### config.mk
export PLATFORM = sky130hd
export DESIGN_NAME = sdram_arbiter
export DESIGN_NICKNAME = d
export VERILOG_FILES = /design/src/rtl/sdram_arbiter.sv
export SDC_FILE = /design/constraint.sdc
export NUM_CORES = 1
export LEC_CHECK = 0
export ABC_CLOCK_PERIOD_IN_PS = 2550
export CORE_MARGIN = 3
export CORE_UTILIZATION = 45
export DETAILED_ROUTE_END_ITERATION = 8
export GPL_TIMING_DRIVEN = 0
export PLACE_DENSITY_LB_ADDON = 0.15
export SYNTH_ARGS = -nofsm -noshare
export SYNTH_HDL_FRONTEND = slang
export SYNTH_SLANG_ARGS = --single-unit
export TNS_END_PERCENT = 30
### constraint.sdc
create_clock -name iCLK -period 2.55 [get_ports iCLK]
set_clock_uncertainty 0.1 [all_clocks]
set_input_delay 0.51 -clock iCLK [delete_from_list [all_inputs] [get_ports iCLK]]
set_output_delay 0.51 -clock iCLK [all_outputs]
set_load 0.02 [all_outputs]
### src/rtl/sdram_arbiter.sv
// Arbitrates SDRAM burst commands between the LCD frame reader and the SPI pixel writer.
// State | meaning
//   IDLE | apply pending reloads, pick a requester for the next burst
//   CMD  | command presented, waiting for iCmd_Ready
//   BUSY | burst accepted, waiting for iBurst_Done
module sdram_arbiter #(
   parameter int unsigned BURST_LEN   = 8,
   parameter int unsigned FIFO_DEPTH  = 512,
   parameter int unsigned RD_LOW_WM   = 64,
   parameter int unsigned WR_HIGH_WM  = 256,
   parameter int unsigned FRAME_WORDS = 384000,
   parameter int unsigned WR_WRAP     = 8388608
) (
   input  logic        iCLK,
   input  logic        iRSTN,
   input  logic [9:0]  iWr_Level,
   input  logic        iWr_Addr_Clr,
   input  logic [9:0]  iRd_Level,
   input  logic        iNew_Frame,
   input  logic [22:0] iRd_Base,
   output logic        oCmd_Valid,
   input  logic        iCmd_Ready,
   output logic        oCmd_Write,
   output logic [22:0] oCmd_Addr,
   input  logic        iBurst_Done,
   output logic        oWr_Grant,
   output logic        oRd_Grant,
   output logic        oFrame_Done
);

   typedef enum logic [1:0] {IDLE, CMD, BUSY} state_t;

   state_t      state_q, state_d;
   logic [22:0] wr_ptr_q, wr_ptr_d;
   logic [22:0] rd_ptr_q, rd_ptr_d;
   logic [22:0] base_q, base_d;
   logic [22:0] cmd_addr_q, cmd_addr_d;
   logic [18:0] rd_rem_q, rd_rem_d;
   logic        rd_active_q, rd_active_d;
   logic        frame_pend_q, frame_pend_d;
   logic        clr_pend_q, clr_pend_d;
   logic        rr_rd_last_q, rr_rd_last_d;
   logic        cmd_write_q, cmd_write_d;
   logic        last_rd_q, last_rd_d;

   logic        rd_elig, wr_elig, rd_urg, wr_urg, pick_wr;
   logic [23:0] wr_next;
   logic [18:0] rd_rem_next;

   always_ff @(posedge iCLK or negedge iRSTN) begin
      if (!iRSTN) begin
         state_q      <= IDLE;
         wr_ptr_q     <= '0;
         rd_ptr_q     <= '0;
         base_q       <= '0;
         cmd_addr_q   <= '0;
         rd_rem_q     <= '0;
         rd_active_q  <= 1'b0;
         frame_pend_q <= 1'b0;
         clr_pend_q   <= 1'b0;
         rr_rd_last_q <= 1'b0;
         cmd_write_q  <= 1'b0;
         last_rd_q    <= 1'b0;
      end else begin
         state_q      <= state_d;
         wr_ptr_q     <= wr_ptr_d;
         rd_ptr_q     <= rd_ptr_d;
         base_q       <= base_d;
         cmd_addr_q   <= cmd_addr_d;
         rd_rem_q     <= rd_rem_d;
         rd_active_q  <= rd_active_d;
         frame_pend_q <= frame_pend_d;
         clr_pend_q   <= clr_pend_d;
         rr_rd_last_q <= rr_rd_last_d;
         cmd_write_q  <= cmd_write_d;
         last_rd_q    <= last_rd_d;
      end
   end

   always_comb begin
      state_d      = state_q;
      wr_ptr_d     = wr_ptr_q;
      rd_ptr_d     = rd_ptr_q;
      base_d       = base_q;
      cmd_addr_d   = cmd_addr_q;
      rd_rem_d     = rd_rem_q;
      rd_active_d  = rd_active_q;
      frame_pend_d = frame_pend_q;
      clr_pend_d   = clr_pend_q;
      rr_rd_last_d = rr_rd_last_q;
      cmd_write_d  = cmd_write_q;
      last_rd_d    = last_rd_q;
      rd_elig      = 1'b0;
      wr_elig      = 1'b0;
      rd_urg       = 1'b0;
      wr_urg       = 1'b0;
      pick_wr      = 1'b0;
      wr_next      = {1'b0, wr_ptr_q} + 24'(BURST_LEN);
      rd_rem_next  = (rd_rem_q > 19'(BURST_LEN)) ? (rd_rem_q - 19'(BURST_LEN)) : '0;

      case (state_q)
         IDLE: begin
            // Reloads land here so arbitration below already sees the new pointers.
            if (clr_pend_q) begin
               wr_ptr_d   = '0;
               clr_pend_d = 1'b0;
            end
            if (frame_pend_q) begin
               rd_ptr_d     = base_q;
               rd_rem_d     = 19'(FRAME_WORDS);
               rd_active_d  = 1'b1;
               frame_pend_d = 1'b0;
            end
            rd_elig = rd_active_d && (({22'd0, iRd_Level} + BURST_LEN) <= FIFO_DEPTH);
            wr_elig = {22'd0, iWr_Level} >= BURST_LEN;
            rd_urg  = rd_elig && ({22'd0, iRd_Level} <= RD_LOW_WM);
            wr_urg  = wr_elig && ({22'd0, iWr_Level} >= WR_HIGH_WM);
            if (rd_urg)                  pick_wr = 1'b0;
            else if (wr_urg)             pick_wr = 1'b1;
            else if (rd_elig && wr_elig) pick_wr = rr_rd_last_q;
            else                         pick_wr = wr_elig;
            if (rd_elig || wr_elig) begin
               state_d     = CMD;
               cmd_write_d = pick_wr;
               cmd_addr_d  = pick_wr ? wr_ptr_d : rd_ptr_d;
            end
         end
         CMD: begin
            if (iCmd_Ready) begin
               state_d      = BUSY;
               rr_rd_last_d = !cmd_write_q;
               if (cmd_write_q) begin
                  wr_ptr_d  = (wr_next >= 24'(WR_WRAP)) ? '0 : wr_next[22:0];
                  last_rd_d = 1'b0;
               end else begin
                  rd_ptr_d  = rd_ptr_q + 23'(BURST_LEN);
                  rd_rem_d  = rd_rem_next;
                  last_rd_d = (rd_rem_next == '0);
                  if (rd_rem_next == '0) rd_active_d = 1'b0;
               end
            end
         end
         BUSY: begin
            if (iBurst_Done) state_d = IDLE;
         end
         default: state_d = IDLE;
      endcase

      // A pulse in the same cycle as a reload stays pending; the last pulse's base wins.
      if (iNew_Frame) begin
         frame_pend_d = 1'b1;
         base_d       = iRd_Base;
      end
      if (iWr_Addr_Clr) clr_pend_d = 1'b1;
   end

   assign oCmd_Valid  = (state_q == CMD);
   assign oCmd_Write  = (state_q == CMD) && cmd_write_q;
   assign oCmd_Addr   = cmd_addr_q;
   assign oWr_Grant   = (state_q == BUSY) && cmd_write_q;
   assign oRd_Grant   = (state_q == BUSY) && !cmd_write_q;
   assign oFrame_Done = (state_q == BUSY) && iBurst_Done && last_rd_q;

endmodule

==> results of run 1 <==
## worst max-delay path: stages
cell and delay (ns):
clkdlybuf4s50_1 0.49, or3_4 0.39, a221oi_2 0.30, or3b_1 0.16
o211ai_1 0.22, buf_4 0.24, buf_4 0.13, a221oi_1 0.27
## what timing repair did
item,in CTS,in global routing
resized for setup,14,39
pin swaps,2,5
hold endpoints to repair,44,0
cloned,1,1
buffers inserted,3,6
endpoints found under the setup margin,31,65
hold buffers,1,0
## cells by family after synthesis
family | count (synthesis)
compound gates | 236
simple gates | 224
flops | 119
buf+inv | 95
mux | 51
fa+ha+maj | 5
xor+xnor | 1
## flip-flops by register name (all words and copies together) (netlist names)
| signal | count |
|---|---|
| state_q | 2 |
| wr_ptr_q | 23 |
| clr_pend_q | 1 |
| last_rd_q | 1 |
| base_q | 23 |
| cmd_write_q | 1 |
| rd_ptr_q | 23 |
| rr_rd_last_q | 1 |
| frame_pend_q | 1 |
| oCmd_Addr | 23 |
| rd_rem_q | 19 |
| rd_active_q | 1 |
## worst max path at each step
stage          cells after the start             to
6_report                           8   oCmd_Addr[6]
5_1_grt                            9    rd_rem_q[0]
4_1_cts                            7   wr_ptr_q[16]
3_5_place_dp                       8  oCmd_Addr[16]
3_3_place_gp                       1     base_q[13]
2_1_floorplan                     10   rd_rem_q[13]
## per-layer routing
metal,vias up,share of wire [%]
li1,2926,-
met1,3103,45
met2,295,46
met3,43,7.2
met4,0,2.7
met5,-,0
## report_power, final
group / switching, mW / internal (mW)
clock: 0.848 / 1.41
combinational: 2.85 / 1.89
sequential: 0.528 / 2.43
total: 4.22 / 5.73
## cells in the final DEF, fill, tap and decap left out, drive strengths merged, types with 24 or more instances in the layout
cell,count
buf,32
o21ai,57
nor2,44
a221oi,24
a31oi,37
nand2,52
mux2,29
nand3,26
clkbuf,45
clkdlybuf4s50,64
dfrtp,119
a21oi,56
inv,49
## final cells by class
type / instances / area share [%]
Inverter: 50 / 2.34
Multi-Input combinational cell: 517 / 41.0
Sequential cell: 119 / 34.7
Buffer: 45 / 3.01
Clock buffer: 18 / 5.01
Clock inverter: 12 / 1.31
Tap cell: 184 / 2.69
Timing Repair Buffer: 85 / 9.90
==> impl_metrics.tcl, run 1 <==
set metrics [dict create \
    synth.ff_latch_count 119 \
    pre_cts_ws_ns -0.629 \
    hold_start "rd_rem_q[17]" \
    fillers 1281 \
    synthXorXnorAreaFrac_pct 0.129 \
    met2_usage_pct 36.8 \
    whs_path_depth 1 \
    max_slew_margin_pct 44.1 \
    synth-simple-area-share_pct 17.9 \
    h-tree-depth 4 \
    port_buffers 72 \
    final_util_pct 58.5 \
    grt.total_usage_pct 24.4 \
    global_route.usage.met3_pct 4.90 \
    syn_area_um2 6800 \
    ys_seq_area_share_pct 43.8 \
    grt_busiest_layer "met2" \
    syn-num-nets 785 \
    final.period_utilization_pct 98.7 \
    fin_cells 1030 \
    synthCells 731 \
    netlist_top_cells_count "dfrtp_1, a21oi_1, nand2_1" \
    timing.rr.start "rd_rem_q[3]" \
    diodes 0 \
    ios 77 \
    worst_hold_slack_ns 0.383 \
    tightest_slew_ns 0.838 \
    cts_buffer_depth 2 \
    finalSetupViolCount 0 \
    cts_tree "built" \
    clkLatencyLatePin_ns 0.42 \
    ir_drop_uv 670 \
    worstPathArrival_ns 2.73 \
    rrSetupSlack_ns 0.04 \
    layout_min_cycle_time_ns 2.52 \
    die-area_um2 16600 \
    cp_max_fo 6 \
    setup-tns-final_ns 0 \
    wl_mm 20.1 \
    synth.most_common_cell "dfrtp_1" \
    finalInstanceArea_um2 8570 \
    crit_type "in -> reg" \
    synth-edff-count 0 \
    drive_above_1_share_pct 15.7 \
    chipHeight_um 129 \
    wl_per_cell_um 19.5 \
    drc 0 \
    p_leak_nw 3.62 \
    synthAdderAreaFrac_pct 0.921 \
    status "complete, no violations" \
    grt_max_degree 76 \
    regArea_um2 2980 \
    syn_avg_cell_area_um2 9.30 \
    crit_required_ns 2.76 \
    cts_root_buffer "clkbuf_16" \
    ant_nets 0 \
    multiInputGateArea_um2 3510 \
    grt-ovfl-total 0 \
    finalPower_mw 9.95 \
    reg2reg_depth 10 \
    ys_warn_count 0 \
    antenna_found_initial 0 \
    finalHoldViolCount 0 \
    ys_top_cells_by_area "dfrtp_1, mux2_2, a21oi_1" \
    power_density_nw_per_um2 1160 \
    hold_path.class "reg -> reg" \
    holdPathEnd "rd_rem_q[17]" \
    rsz0062_at_grt "true" \
    first_iter_violations 732 \
    cts.sinks 119 \
    worst_setup_path_start_kind "primary input" \
    synth.distinct_cells 74 \
    place_congestion 0.906 \
    async_reset_ff_share_pct 100 \
    synth_flop_cell "dfrtp_1" \
    chipWidth_um 129 \
    via_per_inst 6.18 \
    drv_slew 0 \
    synth_area_leader_cell "dfrtp_1" \
    max_freq_ghz 0.397 \
    worstSetupEndpointType "register" \
    r2r-end "rd_rem_q[1]" \
    layout_setup_ws_ns 0.0336 \
    first_global_vias 5873 \
    first_pass_iters 6 \
    post-place-cells 988 \
    max_cap_violations 0 \
    synth_top_family_by_area "compound AO/OA/AOI/OAI gates" \
    path_clk_slew_ns 0.06 \
    final_nets 889 \
    fp-row-count 44 \
    num_vias 6367 \
    area_growth_pct 26.1 \
    use_met1_pct 34.7 \
    grt_pass1_wl_mm 31.6 \
    hpwl_mm 14.2 \
    synth_top_area_share_pct 43.8 \
    cts_buffers 17 \
    synth_compound_gate_area_share_pct 22.8 \
    start_util_pct 46.4 \
    placed_area_um2 7770 \
    synthMuxAreaShare_pct 8.05 \
    crit_path_start "iRd_Level[8]" \
    core_area_um2 14600 \
]
No activity file was read; power rests on OpenSTA's default activity.
==> run 2: changes to the inputs <==
--- a/config.mk
+++ b/config.mk
@@ -10,6 +10,7 @@
 export CORE_UTILIZATION = 45
 export DETAILED_ROUTE_END_ITERATION = 8
 export GPL_TIMING_DRIVEN = 0
+export HOLD_SLACK_MARGIN = 0.08
 export PLACE_DENSITY_LB_ADDON = 0.15
 export SYNTH_ARGS = -nofsm -noshare
 export SYNTH_HDL_FRONTEND = slang
==> results of run 2 <==
The final DEF is identical to that of run 1; final timing and power are the same.
